==> src/rtl/m68k_bus_pkg.sv <==
// m68k_bus_pkg
//   Shared definitions for the 68000 bus master: FSM state encoding,
//   data-strobe timing relative to _AS, and a helper that maps byte
//   enables onto the active-low _UDS/_LDS pair.
package m68k_bus_pkg;

   typedef enum logic [2:0] {
      S_IDLE,
      S_ARB,
      S_ACK,
      S_ADDR,
      S_STRB,
      S_WAIT,
      S_LATCH,
      S_END
   } state_t;

   // Reads drop the data strobes together with _AS; writes hold them off
   // one cycle so the data bus is settled before the slave sees them.
   localparam logic RD_DS_WITH_AS = 1'b1;
   localparam logic WR_DS_WITH_AS = 1'b0;

   // {_UDS, _LDS} for a given byte-enable pair (be[1] = upper byte).
   function automatic logic [1:0] ds_n(input logic [1:0] be);
      return ~be;
   endfunction

endpackage

==> src/rtl/sync2.sv <==
// sync2
//   Two-flop synchroniser for one asynchronous, active-low bus status
//   line. Both flops reset to 1 (inactive) so nothing looks asserted
//   while the block comes out of reset.
//   Ports: clk, rst (async active-high), d (async in), q (synchronised).
module sync2 (
   input  logic clk,
   input  logic rst,
   input  logic d,
   output logic q
);

   logic meta_q;
   logic sync_q;

   always_ff @(posedge clk or posedge rst) begin
      if (rst) begin
         meta_q <= 1'b1;
         sync_q <= 1'b1;
      end else begin
         meta_q <= d;
         sync_q <= meta_q;
      end
   end

   assign q = sync_q;

endmodule

==> src/rtl/m68k_bus_master.sv <==
// m68k_bus_master
//   Takes a one-cycle transfer request, arbitrates for the 68000 bus
//   (_BR/_BG/_BGACK), runs one read or write bus cycle and reports done,
//   or err on bus error, timeout or empty byte enables.
//   User side : req, rnw, addr, be, wdata -> busy, done, err, rdata.
//   Bus side  : _BR, _BGACK, _AS, _UDS, _LDS, R_W, A, A_OE, D_OUT, D_OE out;
//               _BG, _DTACK, _BERR, _AS_IN, D_IN in (status lines resynced).
//   Parameters: TIMEOUT (cycles to wait for _DTACK/_BERR), HOLD_BUS (keep
//               bus ownership for a request arriving in the END cycle).
module m68k_bus_master
   import m68k_bus_pkg::*;
#(
   parameter int TIMEOUT  = 64,
   parameter int HOLD_BUS = 1
) (
   input  logic        CLK,
   input  logic        RESET,
   input  logic        req,
   input  logic        rnw,
   input  logic [22:0] addr,
   input  logic [1:0]  be,
   input  logic [15:0] wdata,
   output logic        busy,
   output logic        done,
   output logic        err,
   output logic [15:0] rdata,
   output logic        _BR,
   input  logic        _BG,
   output logic        _BGACK,
   output logic        _AS,
   output logic        _UDS,
   output logic        _LDS,
   output logic        R_W,
   output logic [22:0] A,
   output logic        A_OE,
   output logic [15:0] D_OUT,
   output logic        D_OE,
   input  logic [15:0] D_IN,
   input  logic        _DTACK,
   input  logic        _BERR,
   input  logic        _AS_IN
);

   localparam int               CNT_W   = $clog2(TIMEOUT + 1);
   localparam logic [CNT_W-1:0] CNT_MAX = CNT_W'(TIMEOUT);

   logic bg_s, dtack_s, berr_s, as_s;

   sync2 u_sync_bg    (.clk(CLK), .rst(RESET), .d(_BG),    .q(bg_s));
   sync2 u_sync_dtack (.clk(CLK), .rst(RESET), .d(_DTACK), .q(dtack_s));
   sync2 u_sync_berr  (.clk(CLK), .rst(RESET), .d(_BERR),  .q(berr_s));
   sync2 u_sync_as    (.clk(CLK), .rst(RESET), .d(_AS_IN), .q(as_s));

   state_t            state_q, state_d;
   logic              rnw_q, rnw_d;
   logic [22:0]       addr_q, addr_d;
   logic [1:0]        be_q, be_d;
   logic [15:0]       wdata_q, wdata_d;
   logic              busy_q, busy_d;
   logic              done_q, done_d;
   logic              err_q, err_d;
   logic [15:0]       rdata_q, rdata_d;
   logic [CNT_W-1:0]  cnt_q, cnt_d;
   logic              br_n_q, br_n_d;
   logic              bgack_n_q, bgack_n_d;
   logic              as_n_q, as_n_d;
   logic              uds_n_q, uds_n_d;
   logic              lds_n_q, lds_n_d;
   logic              a_oe_q, a_oe_d;
   logic              d_oe_q, d_oe_d;

   logic              load;
   logic              abort;
   logic [CNT_W-1:0]  cnt_inc;

   assign cnt_inc = (cnt_q == CNT_MAX) ? cnt_q : cnt_q + CNT_W'(1);
   // _BERR wins over _DTACK; the timeout only fires if no acknowledge came.
   assign abort   = !berr_s || (dtack_s && (cnt_inc == CNT_MAX));

   always_comb begin
      state_d   = state_q;
      busy_d    = busy_q;
      done_d    = 1'b0;
      err_d     = 1'b0;
      rdata_d   = rdata_q;
      cnt_d     = cnt_q;
      br_n_d    = br_n_q;
      bgack_n_d = bgack_n_q;
      as_n_d    = as_n_q;
      uds_n_d   = uds_n_q;
      lds_n_d   = lds_n_q;
      a_oe_d    = a_oe_q;
      d_oe_d    = d_oe_q;
      load      = 1'b0;

      unique case (state_q)
         S_IDLE: begin
            if (req) begin
               if (be == 2'b00) begin
                  err_d = 1'b1;
               end else begin
                  load    = 1'b1;
                  busy_d  = 1'b1;
                  br_n_d  = 1'b0;
                  state_d = S_ARB;
               end
            end
         end
         S_ARB: begin
            // Granted and the previous master has released _AS.
            if (!bg_s && as_s) begin
               bgack_n_d = 1'b0;
               br_n_d    = 1'b1;
               state_d   = S_ACK;
            end
         end
         S_ACK: begin
            a_oe_d  = 1'b1;
            d_oe_d  = !rnw_q;
            state_d = S_ADDR;
         end
         S_ADDR: begin
            as_n_d = 1'b0;
            if (rnw_q ? RD_DS_WITH_AS : WR_DS_WITH_AS)
               {uds_n_d, lds_n_d} = ds_n(be_q);
            state_d = S_STRB;
         end
         S_STRB: begin
            {uds_n_d, lds_n_d} = ds_n(be_q);
            cnt_d   = '0;
            state_d = S_WAIT;
         end
         S_WAIT: begin
            cnt_d = cnt_inc;
            if (abort) begin
               err_d   = 1'b1;
               busy_d  = 1'b0;
               as_n_d  = 1'b1;
               uds_n_d = 1'b1;
               lds_n_d = 1'b1;
               state_d = S_END;
            end else if (!dtack_s) begin
               state_d = S_LATCH;
            end
         end
         S_LATCH: begin
            if (rnw_q)
               rdata_d = D_IN;
            done_d  = 1'b1;
            busy_d  = 1'b0;
            as_n_d  = 1'b1;
            uds_n_d = 1'b1;
            lds_n_d = 1'b1;
            state_d = S_END;
         end
         S_END: begin
            if ((HOLD_BUS != 0) && req && (be != 2'b00)) begin
               load    = 1'b1;
               busy_d  = 1'b1;
               d_oe_d  = !rnw;
               state_d = S_ADDR;
            end else begin
               // Drivers drop here, one cycle after the strobes went high.
               a_oe_d    = 1'b0;
               d_oe_d    = 1'b0;
               bgack_n_d = 1'b1;
               state_d   = S_IDLE;
               if (req && (be == 2'b00))
                  err_d = 1'b1;
            end
         end
         default: state_d = S_IDLE;
      endcase
   end

   assign rnw_d   = load ? rnw   : rnw_q;
   assign addr_d  = load ? addr  : addr_q;
   assign be_d    = load ? be    : be_q;
   assign wdata_d = load ? wdata : wdata_q;

   always_ff @(posedge CLK or posedge RESET) begin
      if (RESET) begin
         state_q   <= S_IDLE;
         rnw_q     <= 1'b1;
         addr_q    <= '0;
         be_q      <= '0;
         wdata_q   <= '0;
         busy_q    <= 1'b0;
         done_q    <= 1'b0;
         err_q     <= 1'b0;
         rdata_q   <= '0;
         cnt_q     <= '0;
         br_n_q    <= 1'b1;
         bgack_n_q <= 1'b1;
         as_n_q    <= 1'b1;
         uds_n_q   <= 1'b1;
         lds_n_q   <= 1'b1;
         a_oe_q    <= 1'b0;
         d_oe_q    <= 1'b0;
      end else begin
         state_q   <= state_d;
         rnw_q     <= rnw_d;
         addr_q    <= addr_d;
         be_q      <= be_d;
         wdata_q   <= wdata_d;
         busy_q    <= busy_d;
         done_q    <= done_d;
         err_q     <= err_d;
         rdata_q   <= rdata_d;
         cnt_q     <= cnt_d;
         br_n_q    <= br_n_d;
         bgack_n_q <= bgack_n_d;
         as_n_q    <= as_n_d;
         uds_n_q   <= uds_n_d;
         lds_n_q   <= lds_n_d;
         a_oe_q    <= a_oe_d;
         d_oe_q    <= d_oe_d;
      end
   end

   assign busy   = busy_q;
   assign done   = done_q;
   assign err    = err_q;
   assign rdata  = rdata_q;
   assign _BR    = br_n_q;
   assign _BGACK = bgack_n_q;
   assign _AS    = as_n_q;
   assign _UDS   = uds_n_q;
   assign _LDS   = lds_n_q;
   assign R_W    = rnw_q;
   assign A      = addr_q;
   assign A_OE   = a_oe_q;
   assign D_OUT  = wdata_q;
   assign D_OE   = d_oe_q;

endmodule

==> config.mk <==
export PLATFORM = sky130hd
export DESIGN_NAME = m68k_bus_master
export DESIGN_NICKNAME = d
export VERILOG_FILES = /design/src/rtl/m68k_bus_pkg.sv /design/src/rtl/sync2.sv /design/src/rtl/m68k_bus_master.sv
export SDC_FILE = /design/constraint.sdc
export NUM_CORES = 1
export LEC_CHECK = 0
export ABC_CLOCK_PERIOD_IN_PS = 2550
export CORE_MARGIN = 4
export CORE_UTILIZATION = 40
export CTS_BUF_LIST = sky130_fd_sc_hd__clkbuf_4 sky130_fd_sc_hd__clkbuf_8
export CTS_CLUSTER_DIAMETER = 150
export DETAILED_ROUTE_END_ITERATION = 8
export PLACE_DENSITY = 0.76
export SETUP_SLACK_MARGIN = 0.1
export SLEW_MARGIN = 20
export SYNTH_ARGS = -nofsm -noshare
export SYNTH_HDL_FRONTEND = slang
export SYNTH_SLANG_ARGS = --single-unit
==> constraint.sdc <==
create_clock -name CLK -period 2.55 [get_ports CLK]
set_input_delay 0.255 -clock CLK [delete_from_list [all_inputs] [get_ports CLK]]
set_output_delay 0.255 -clock CLK [all_outputs]
set_load 0.03 [all_outputs]
# Word level (Yosys, flattened, before mapping)
# Cells that the tools add are included.
# word_totals
wordCells	114
register_bits	86
output_inout_bits	66
inputBits	65
# op_classes
n_eq_ne	17
n_bitwise	1
add_sub_neg	1
mux	43
n_reduce_logical	27
# ops
op	count
1-bit two-way mux	24
3-bit case mux with 8 select lines	1
3-bit two-way mux	5
7-bit == test (second input constant)	2
2-bit inequality test (second input constant)	7
7-bit case mux with 2 select lines	1
3-bit == test (second input constant)	4
1-bit case mux with 4 select lines	3
1-bit case mux with 2 select lines	5
2-bit nonzero test	5
4-bit AND reduction	2
4-bit nonzero test	2
7-bit by 1-bit adder with 7-bit output (second input constant)	1
7-bit two-way mux	1
3-bit by 2-bit == test with 1-bit output (second input constant)	2
1-bit case mux with 3 select lines	2
2-bit AND reduction	3
3-bit AND reduction	2
5-bit AND reduction	1
1-bit logical AND	4
1-bit zero test	4
3-bit by 1-bit == test with 1-bit output (second input constant)	1
3-bit zero test	1
3-bit inequality test (second input constant)	1
5 further kinds	5

# Longest topological paths before layout
# Gate-level depths: netlist of run 1.
# logic_depth
word_depth	7
depth_mapped	7
mapped_depth_nobuf	7

# By module
# Synthesis of run 1 repeated with hierarchy kept, for this count alone.
# unflattened
hier_cells	289
area_unflattened_um2	3641.0
# by_module_without_submodules
mod	area_per_inst_um2	cells_each	n_inst	seq_area_each_um2
m68k_bus_master	3415.8	277	1	1959.4
sync2	56.3	3	4	52.6

# Worst setup path before layout of run 1
# Ideal clock, no wire load.
# synth_timing
path_kind	register to register
from	register cnt_q[1]
to	register lds_n_q, in the netlist _LDS
setup_ns	0.082
arrival_ns	1.733
required_time_ns	2.468
path_buffers	0
stages_incl_launch_ff	8
setup_slack_ns	0.735
cell_sequence	dfrtp_1 ha_1 and3_4 nand3_4 xnor2_2 nand3b_2 o21ai_4 mux2_4
# synth_between
elab_chain_len	7
elab_cells_between_ends	8
cone_classes	add/sub: 1; eq/ne: 3; mux: 1; reduce/logical: 3
# synth_rtl
item	line_no	source
start: declaration	m68k_bus_master.sv:63	logic [CNT_W-1:0] cnt_q, cnt_d;
start signal: assignment	m68k_bus_master.sv:210	cnt_q <= cnt_d;
7-bit by 1-bit adder with 7-bit output or 7-bit == test (tied branches)	m68k_bus_master.sv:76	assign cnt_inc = (cnt_q == CNT_MAX) ? cnt_q : cnt_q + CNT_W'(1);
7-bit two-way mux (*)	m68k_bus_master.sv:76	
7-bit == test (*)	m68k_bus_master.sv:78	assign abort = !berr_s || (dtack_s && (cnt_inc == CNT_MAX));
1-bit logical AND (*)	m68k_bus_master.sv:78	
1-bit logical OR (*)	m68k_bus_master.sv:78	
2-bit inequality test (no source line) (*)	n/a	
3-bit AND reduction (no source line) (*)	n/a	
end signal: assignment	m68k_bus_master.sv:215	lds_n_q <= lds_n_d;
end: declaration	m68k_bus_master.sv:68	logic lds_n_q, lds_n_d;
# Every way passes the cells marked *; elsewhere a longest branch is shown, timed or not.
# A chain may end at the register's enable or synchronous reset.

# Final worst setup path of run 1
# layout_timing
from	register state_q[1]
to	register wdata_q[4], in the netlist D_OUT[4]
# layout_between
elab_chain_len	2
elab_cells_between_ends	3
cone_classes	eq/ne: 1; mux: 1; reduce/logical: 1
# layout_rtl
item	line_no	source
start: declaration	m68k_bus_master.sv:54	state_t state_q, state_d;
start signal: assignment	m68k_bus_master.sv:201	state_q <= state_d;
3-bit == test or 3-bit zero test (tied branches)	m68k_bus_master.sv:96	unique case (state_q)
1-bit case mux with 2 select lines (*)	m68k_bus_master.sv:96	
end signal: assignment	m68k_bus_master.sv:205	wdata_q <= wdata_d;
end: declaration	m68k_bus_master.sv:58	logic [15:0] wdata_q, wdata_d;
# Marked as above.

==> results.md, run 1 <==
* Post-synth top area share at 49.21%
* Share of flip-flops with an asynchronous set or reset at 100.0%
* Cell row count at 34
* Yosys warnings at 0
* VDD IR max at 727.4 uV
* CTS sink cnt at 86
* First-pass GRT wire length at 13,770 um
* Initial antenna violation count at 0
* Crit path DAT at 2.35 ns
* Total Die Area at 10,750 um2
* Worst Hold Class: in -> reg
* Largest net degree at the start of global routing at 87
* IO buf count at 130
* Most used flip-flop cell after synthesis: dfrtp_1
* Post-synth top area cell: dfrtp_1
* Layout cells sized above 1 at 23.78%
* Pre-Repair DR Iteration Count at 4
* Final setup viols at 0
* Mapped cell area at 3661 um2
* Most frequent cells after synthesis: 72 x dfrtp_1, 57 x mux2_2, 24 x o21ai_0
* Fill count at 709
* Register area share after synthesis at 59.26%
* Cell Area, Placed at 5104 um2
* Die Y at 103.7 um
* Status: finished, final reports clean
* Max Cap Viol at 0
* DP HPWL at 6009 um
* DR vias at 2,672
* CP peak stage delay at 0.62 ns
* Register area at 2170 um2
* Mapped Avg Cell Area at 12.58 um2
* Core area at 8806 um2
* Final Hold Viols at 0
* Fin nets at 492
* Clock latency at the later pin of the worst-skew pair at 0.34 ns
* Post-Syn Nets at 358
* Max Clk Rate at 471.5 MHz
* Worst-margin pin slew at 0.8877 ns
* Hold buffers post-CTS at 0
* Post-route ant nets at 0
* CTS tree: built
* Fin area at 5319 um2
* Worst Path Max Fanout at 34
* Clk slew on worst S/H paths at 0.08 ns
* RSZ-0062 raised after global routing: false
* Worst slew margin at 40.20%
* GR Overflow Total at 0
* WP data required at 2.77 ns
* Max-slew violations at 0
* Total power at 0.007032 W
* Crit-path cells: nand2_1 -> inv_1 -> a21oi_1 -> nor2_4 -> buf_12 -> mux2_2
* Wire per inst at 15.43 um
* Mapped Cells at 291
* CTS H-Tree Depth at 3
* Post-CTS sizing at 0
* Setup TNS at 0 ns
* Via count of the first global-routing pass at 2,775
* Crit-path slowest cell: dfrtp_1
* Synth top area cells: dfrtp_1 49%, mux2_2 18%, dfstp_2 10%, o21ai_0 3.3%, nor2_1 1.9%
* CP Class: reg -> reg
* CTS buffer count at 9
* Lkg Pwr at 2.153 nW
* Gpl congestion at 0.7911
* First-iteration detailed-routing DRC count at 132
* Most numerous cell in the Yosys netlist: dfrtp_1
* Routed WL at 8287 um
* Crit start category: flip-flop
* N_diodes at 0
* Post-synth EDFFs at 0
* Ports at 131
* Tcrit/Tclk final at 83.17%
* Die Wd at 103.7 um
* Period minus WS final at 2.121 ns
* Critical Path End Type: flip-flop
* Power per standard cell area at 1322 nW/um2
* Starting Density at 41.57%
* Max Clock Skew at 0.008445 ns
* Overall global routing resource usage at 15.48%
* Hold Path Stages at 1
* Worst slack at placement at 0.2362 ns
* Setup Fix Bufs, Post-CTS at 0
* Synth cell types at 42
* Area of the multi-input gates at 1394 um2
* Vias per cell at 4.976
* Setup ws final at 0.4291 ns
* FF-to-FF path depth at 6
* Area Growth Syn to Fin at 45.28%
* Root Buffer: clkbuf_8
* Synth Register Bits at 86
* Max Root-Sink Buffers at 2
* DR DRC count at 0
-- sequential cells by signal, summed over array words and instances (netlist names), 2 cells and up --
signal and flops:
rdata 16, D_OUT 16, A 23, state_q 3, cnt_q 7, be_q 2
-- cells in the final DEF, fill, tap and decap left out, types with 3 or more instances in the layout --
master / n
mux2_2: 57
nor3_1: 5
nand4_1: 3
o21ai_0: 24
o31ai_1: 3
a31oi_1: 4
dfrtp_1: 72
xnor2_1: 3
clkinvlp_4: 3
nand3_1: 7
buf_4: 3
a21oi_1: 13
clkbuf_8: 9
inv_1: 9
nand2_1: 16
nor2_1: 19
clkdlybuf4s50_1: 130
dfstp_2: 14
-- critical path: cells and delay by family (launching register included) --
family | cells | cell delay (ns)
muxes | 1 | 0.36
DFF | 1 | 0.62
and+or+nand+nor | 2 | 0.51
buffers and inverters | 2 | 0.36
AOI/OAI and AO/OA | 1 | 0.13
-- where the power goes --
part | total [W] | internal (W) | leakage [nW] | switching (W)
Combinational | 0.00363 | 0.00168 | 1.03 | 0.00195
Sequential | 0.00237 | 0.00198 | 1.02 | 0.000390
Clock | 0.00103 | 0.000561 | 0.102 | 0.000472
-- stage by stage --
stage               instances  hold WS, ns  utilization [%]
detailed placement        522       0.3468            57.96
CTS                       537       0.3075            60.40
global route              537       0.3077            60.40
finish                    537       0.3210            60.40
floorplan                 291       0.2595                -
global placement          522       0.3461            57.96
-- path summary, 6_finish.rpt --
kind	from	end	slack [ns]
max	state_q[1]	D_OUT[4]	0.43
min	_DTACK	u_sync_dtack.meta_q	0.32
max reg2reg	state_q[1]	D_OUT[4]	0.43
min reg2reg	u_sync_as.meta_q	u_sync_as.q	0.36
max in group asynchronous	RESET	_LDS	1.79
min in group asynchronous	RESET	D_OUT[7]	0.40
-- final cells by class --
| cell class | instances | area share (%) |
|---|---|---|
| sequential | 86 | 40.79 |
| multi-input combinational | 183 | 26.21 |
| timing repair buffer | 135 | 25.64 |
| tap | 108 | 2.541 |
| clock buffer | 10 | 2.470 |
| clock inverter | 5 | 1.576 |
| inverter | 10 | 0.7763 |
-- per-layer routing --
metal / global-route usage [%] / wire [um]
met5: 0 / 0
met4: 4.463 / 90
met2: 25.75 / 4030
met3: 4.726 / 519
met1: 19.56 / 3646
-- logic make-up (layout without fill, tap and decap cells) --
logic type / after synthesis / in the layout / share of synthesized area (%)
AO/OA/AOI/OAI: 57 / 57 / 9.433
buffers and inverters: 22 / 160 / 2.803
AND/OR/NAND/NOR: 61 / 61 / 8.442
adder cells (fa/ha/maj): 2 / 2 / 0.6834
flip-flops: 86 / 86 / 59.26
XOR/XNOR: 4 / 4 / 1.162
multiplexers: 59 / 59 / 18.22
Power figures use the tool's default switching activity.
==> inputs of run 2 (changes only) <==
Settings changed: ABC_CLOCK_PERIOD_IN_PS 2550 to 1750.
Clock period 2.55 ns to 1.75 ns, I/O delays scaled along.
==> run 2 against run 1 <==
  * The flow now finishes with violations (setup timing)
  * First-iteration DRC count up 33%
  * Via count rose by 7.7%
  * Total power grew 56%
  * Die area unchanged
  * Critical path type unchanged
  * Largest cell class unchanged
  * Highest routed layer unchanged
==> results.md, run 2 (synthesized netlist as in run 1, its figures left out) <==
* Tcrit/Tclk final at 104.4% (+21 points)
* First-pass GRT wire length at 15,140 um (+10%)
* N_diodes at 0 (unchanged)
* VDD IR max at 1096 uV (+51%)
* Commonest non-fill, non-tap cell in the layout: clkdlybuf4s50_1
* Max Cap Viol at 0 (unchanged)
* Die Wd at 103.7 um (unchanged)
* Gpl congestion at 0.8400 (+6.2%)
* Clock latency at the later pin of the worst-skew pair at 0.35 ns (about the same)
* Layout cells sized above 1 at 31.36% (+7.6 points)
* Worst slack at placement at -0.1443 ns (-0.3805 ns)
* Max Root-Sink Buffers at 2 (unchanged)
* DR vias at 2,879 (+7.7%)
* Largest net degree at the start of global routing at 43 (-51%)
* Period minus WS final at 1.827 ns (-0.2937 ns)
* Starting Density at 41.57% (unchanged)
* Commonest non-fill, non-tap cells in the layout: 121 x clkdlybuf4s50_1, 69 x dfrtp_1, 50 x mux2_2, 23 x o21ai_0, 23 x buf_4
* Status: finished with violations
* Cell Area, Placed at 5308 um2 (+4.0%)
* CTS buffer count at 9 (unchanged)
* Cell row count at 34 (unchanged)
* CP Class: reg -> reg
* Total Die Area at 10,750 um2 (unchanged)
* Root Buffer: clkbuf_8
* Max Clk Rate at 547.3 MHz (+16%)
* Routed WL at 9184 um (+11%)
* Lkg Pwr at 2.367 nW (+10%)
* WP data required at 2.02 ns (-0.75 ns)
* Worst-margin pin slew at 0.4409 ns (-0.4468 ns)
* Hold buffers post-CTS at 0 (unchanged)
* Max-slew violations at 0 (unchanged)
* Via count of the first global-routing pass at 3,095 (+12%)
* Overall global routing resource usage at 17.12% (+1.6 points)
* Max Clock Skew at 0.009915 ns (+0.001470 ns)
* CTS tree: built
* Worst R2R End: _LDS
* Final setup viols at 2 (+2)
* Power per standard cell area at 1923 nW/um2 (+45%)
* Core area at 8806 um2 (unchanged)
* Reg-to-reg slack, setup at -0.08 ns (-0.51 ns)
* Worst Hold Class: in -> async
* CTS H-Tree Depth at 3 (unchanged)
* Area Growth Syn to Fin at 55.78%
* DP HPWL at 6790 um (+13%)
* DR DRC count at 0 (unchanged)
* Reg2reg start: cnt_q[1]
* Clk slew on worst S/H paths at 0.09 ns (about the same)
* Crit start category: flip-flop
* First-iteration detailed-routing DRC count at 176 (+33%)
* Final Hold Viols at 0 (unchanged)
* Crit-path cells: ha_4 -> and3_4 -> nand3_4 -> xnor2_2 -> nand3b_2 -> o21ai_4 -> mux2_4
* Pre-Repair DR Iteration Count at 5 (+1)
* Crit-path slowest cell: dfrtp_2
* RSZ-0062 raised after global routing: true
* Worst Path Max Fanout at 6 (-82%)
* CTS sink cnt at 86 (unchanged)
* Post-route ant nets at 0 (unchanged)
* Setup TNS at -0.09302 ns (-0.09302 ns)
* Initial antenna violation count at 0 (unchanged)
* Fin nets at 518 (+5.3%)
* Number of flip-flops in the largest register at 23 (unchanged)
* Wire per inst at 16.28 um (+5.5%)
* Worst slew margin at 70.30% (+30 points)
* Fin area at 5703 um2 (+7.2%)
* Critical Path End Type: flip-flop
* Violated checks: setup timing
* GR Overflow Total at 0 (unchanged)
* Ports at 131 (unchanged)
* IO buf count at 130 (unchanged)
* Setup ws final at -0.07726 ns (-0.5063 ns)
* Die Y at 103.7 um (unchanged)
* FF-to-FF path depth at 7 (+1)
* Min Hold Slack at 0.1580 ns (-0.1630 ns)
* CP peak stage delay at 0.43 ns (-0.19 ns)
* Vias per cell at 5.105 (+2.6%)
* Crit path DAT at 2.10 ns (-0.25 ns)
run 2: cell count changes in the layout (fill, tap and decap cells not counted), moves of 3 or more:
cell	change
dlygate4sd2_1	+7
mux2_2	-7
buf_8	+3
dfrtp_1	-3
buf_4	+20
dfrtp_2	+3
mux2_4	+7
clkdlybuf4s50_1	-9
run 2: worst max-delay path by stage:
stage | startpoint | to | slack, ns
after CTS | cnt_q[1] | _LDS | -0.07
final | cnt_q[1] | _LDS | -0.08
after floorplan | cnt_q[0] | _LDS | 0.02
after global placement | cnt_q[1] | _LDS | -0.01
after detailed placement | cnt_q[1] | _LDS | -0.14
after global routing | cnt_q[1] | _LDS | -0.17
run 2: stage by stage:
step                cells  power (W)  util, %
floorplan             291   0.006742        -
finish                564    0.01097    64.76
CTS                   563    0.01083    63.48
global route          564    0.01156    64.76
detailed placement    545   0.009105    60.27
global placement      545   0.008967    60.27
run 2: critical path: cells and delay by family, from the launching register on:
kind,cells,cell delay (ns)
DFF,1,0.43
and+or+nand+nor,3,0.43
muxes,1,0.32
AOI/OAI and AO/OA,1,0.25
adders and majority gates,1,0.18
xor gates and xnor gates,1,0.14
run 2: report_power, final:
group	total [W]	internal, W	switching [W]
clock	0.00168	0.000953	0.000725
sequential	0.00345	0.00289	0.000561
combinational	0.00584	0.00277	0.00306
run 2: timing repair:
item	in CTS	in global routing
setup endpoints to repair	13	67
resized for setup	10	30
pin swaps	2	3
setup buffers	2	1
run 2: layout make-up:
class | instances | area (um2)
fillers | 701 | 3103
flip-flops and latches | 86 | 2173
repair buffers | 161 | 1598
multi-input cells | 183 | 1506
well taps | 108 | 135.1
clock buffers | 9 | 123.9
clock inverters | 7 | 120.1
inverters | 10 | 46.29
run 2: metal layers:
metal | track usage, % | vias to the layer above | share of wire, % | wire, um
met5 | 0 | - | 0 | 0
met4 | 4.558 | 0 | 1.3 | 123
met3 | 5.410 | 11 | 6.1 | 558
met2 | 30.00 | 94 | 51 | 4688
met1 | 20.39 | 1425 | 42 | 3814
li1 | - | 1349 | - | -
==> inputs of run 3 (changes only) <==
Settings changed: PLACE_DENSITY 0.76 to 0.84.
==> run 3 against run 2 <==
  * Design area rose by 2.1%
  * Total power rose by 0.91%
  * Largest power group unchanged
  * Sequential cell count unchanged
  * Register-to-register slack worse by 0.02 ns
  * Critical path depth is the same
  * The flow still finishes with violations (setup timing)
  * Cell count up 1.2%
  * Largest cell class unchanged
  * Global-route usage shrank 0.78 points
  * Sequential share of layout area decreased by 0.76 points
  * Wire length is 3.4% higher
  * Clock-buffer cell count up 2
==> results.md, run 3 (synthesized netlist as in run 1, its figures left out) <==
* Area of the multi-input gates at 1593 um2 (+5.7%)
* Cell row count at 34 (unchanged)
* Ports at 131 (unchanged)
* Final Hold Viols at 0 (unchanged)
* Worst setup path startpoint: cnt_q[1]
* GR Overflow Total at 0 (unchanged)
* FF-to-FF path depth at 7 (unchanged)
* Initial antenna violation count at 0 (unchanged)
* Fin area at 5823 um2 (+2.1%)
* Crit-path slowest cell: dfrtp_2
* Min-delay src: _BG
* Die Y at 103.7 um (unchanged)
* Fill count at 642 (-8.4%)
* Crit-path cells: buf_4 -> nor4bb_2 -> a211oi_2 -> a21oi_2 -> a21oi_2 -> o21ai_4 -> mux2_4
* Wire per inst at 16.62 um (+2.1%)
* Total Die Area at 10,750 um2 (unchanged)
* Tcrit/Tclk final at 105.5% (+1.1 points)
* Overall global routing resource usage at 16.35% (-0.78 points)
* Violated checks: setup timing
* Vias per cell at 5.170 (+1.3%)
* Die Wd at 103.7 um (unchanged)
* Starting Density at 41.57% (unchanged)
* N_diodes at 0 (unchanged)
* Clock latency at the later pin of the worst-skew pair at 0.35 ns (about the same)
* Area Growth Syn to Fin at 59.06%
* WP data required at 2.04 ns (+0.02 ns)
* Clk slew on worst S/H paths at 0.09 ns (about the same)
* Status: finished with violations
* CP Class: reg -> reg
* Layout cells sized above 1 at 32.61% (+1.3 points)
* First-pass GRT wire length at 14,480 um (-4.3%)
* Max Clk Rate at 541.6 MHz (-1.0%)
* Largest net degree at the start of global routing at 87 (+100%)
* Critical Path End Type: flip-flop
* Max Clock Skew at 0.01268 ns (+0.002764 ns)
* Worst slew margin at 70.73% (+0.43 points)
* Most used cell, CP: a21oi_2
* VDD IR max at 1018 uV (-7.1%)
* Max Cap Viol at 0 (unchanged)
* DR vias at 2,952 (+2.5%)
* Worst-margin pin slew at 0.4391 ns (-0.001769 ns)
* Worst Hold Class: in -> reg
* Cell Area, Placed at 5255 um2 (-0.99%)
* Lkg Pwr at 2.462 nW (+4.0%)
* DP HPWL at 6333 um (-6.7%)
* Final setup viols at 4 (+2)
* Gpl congestion at 0.8846 (+5.3%)
* DR DRC count at 0 (unchanged)
* Register area at 2175 um2 (about the same)
* Crit path DAT at 2.14 ns (+0.04 ns)
* Power per standard cell area at 1900 nW/um2 (-1.2%)
* Reg-to-reg slack, setup at -0.1 ns (-0.02 ns)
* CP peak stage delay at 0.45 ns (+0.02 ns)
* Worst slack at placement at -0.02242 ns (+0.1218 ns)
* Setup ws final at -0.09650 ns (-0.01924 ns)
* Reg2reg start: cnt_q[1]
* Routed WL at 9492 um (+3.4%)
* IO buf count at 130 (unchanged)
* Hold buffers post-CTS at 0 (unchanged)
* Post-route ant nets at 0 (unchanged)
* Max-slew violations at 0 (unchanged)
* Period minus WS final at 1.846 ns (+0.01924 ns)
* CTS sink cnt at 86 (unchanged)
* Total power at 0.01107 W (+0.91%)
* CTS buffer count at 9 (unchanged)
* CTS tree: built
* Number of flip-flops in the largest register at 23 (unchanged)
* Core area at 8806 um2 (unchanged)
* Pre-Repair DR Iteration Count at 4 (-1)
* RSZ-0062 raised after global routing: true
* Commonest non-fill, non-tap cell in the layout: clkdlybuf4s50_1
* Worst Path Max Fanout at 6 (unchanged)
* Util after Layout at 66.13% (+1.4 points)
* Commonest non-fill, non-tap cells in the layout: 122 x clkdlybuf4s50_1, 68 x dfrtp_1, 32 x mux2_4, 28 x buf_4, 26 x mux2_2
* Via count of the first global-routing pass at 2,936 (-5.1%)
* First-iteration detailed-routing DRC count at 155 (-12%)
* Max Root-Sink Buffers at 2 (unchanged)
* Crit start category: flip-flop
* Worst R2R End: _LDS
* Worst setup path endpoint: _LDS
* Root Buffer: clkbuf_8
* CTS H-Tree Depth at 3 (unchanged)
* Fin nets at 525 (+1.4%)
==> run 3: cell count changes in the layout (fill, tap and decap cells not counted), moves of 2 or more <==
cell,before,now
dlymetal6s2s_1,2,0
clkbuf_16,0,3
mux2_4,8,32
buf_4,23,28
mux2_2,50,26
bufinv_16,3,0
inv_4,2,0
clkbuf_8,9,11
==> run 3: per-layer routing <==
metal | global-route usage, % | vias up | part of all wire, %
li1 | - | 1369 | -
met1 | 20.36 | 1438 | 41
met2 | 26.73 | 123 | 49
met3 | 5.100 | 22 | 7.3
met4 | 6.268 | 0 | 2.2
met5 | 0 | - | 0
==> run 3: worst min path at each step <==
stage / end / slack, ns / cells past startpoint
after floorplan: u_sync_as.meta_q / 0.18 / 0
after global placement: u_sync_bg.q / 0.35 / 0
after detailed placement: u_sync_dtack.q / 0.35 / 0
after CTS: u_sync_bg.meta_q / 0.21 / 1
after global routing: u_sync_bg.meta_q / 0.20 / 1
final: u_sync_bg.meta_q / 0.22 / 1
==> run 3: cell type report <==
type	instances	share of cell area, %
clock inverter	5	0.6661
multi-input combinational	183	27.35
tap	108	2.321
clock buffer	11	2.600
timing repair buffer	168	29.01
sequential	86	37.34
inverter	10	0.7091
==> run 3: worst max-delay path: cells and delay by family (launching register included) <==
family          cells  cell delay (ns)
compound gates      4             0.54
flops               1             0.45
simple gates        1             0.32
mux                 1             0.32
buf+inv             1             0.14
==> run 3: timing repair <==
| action | CTS | global route |
|---|---|---|
| resized for setup | 9 | 49 |
| setup endpoints to repair | 15 | 42 |
| gates cloned | 0 | 5 |
| setup buffers | 0 | 12 |
| pin swaps | 0 | 12 |
==> run 3: report_power, final <==
part | switching, W | internal [W] | total [W]
sequential | 0.000581 | 0.00290 | 0.00348
combinational | 0.00316 | 0.00309 | 0.00624
clock | 0.000743 | 0.000604 | 0.00135
==> run 3: per-stage QoR <==
| stage | hold slack, ns | TNS [ns] | cells |
|---|---|---|---|
| after global routing | 0.1954 | -0.5684 | 571 |
| final | 0.2224 | -0.1745 | 571 |
| after global placement | 0.3456 | 0 | 538 |
| after floorplan | 0.1795 | 0 | 291 |
| after detailed placement | 0.3468 | -0.2149 | 538 |
| after CTS | 0.2071 | -0.04226 | 554 |
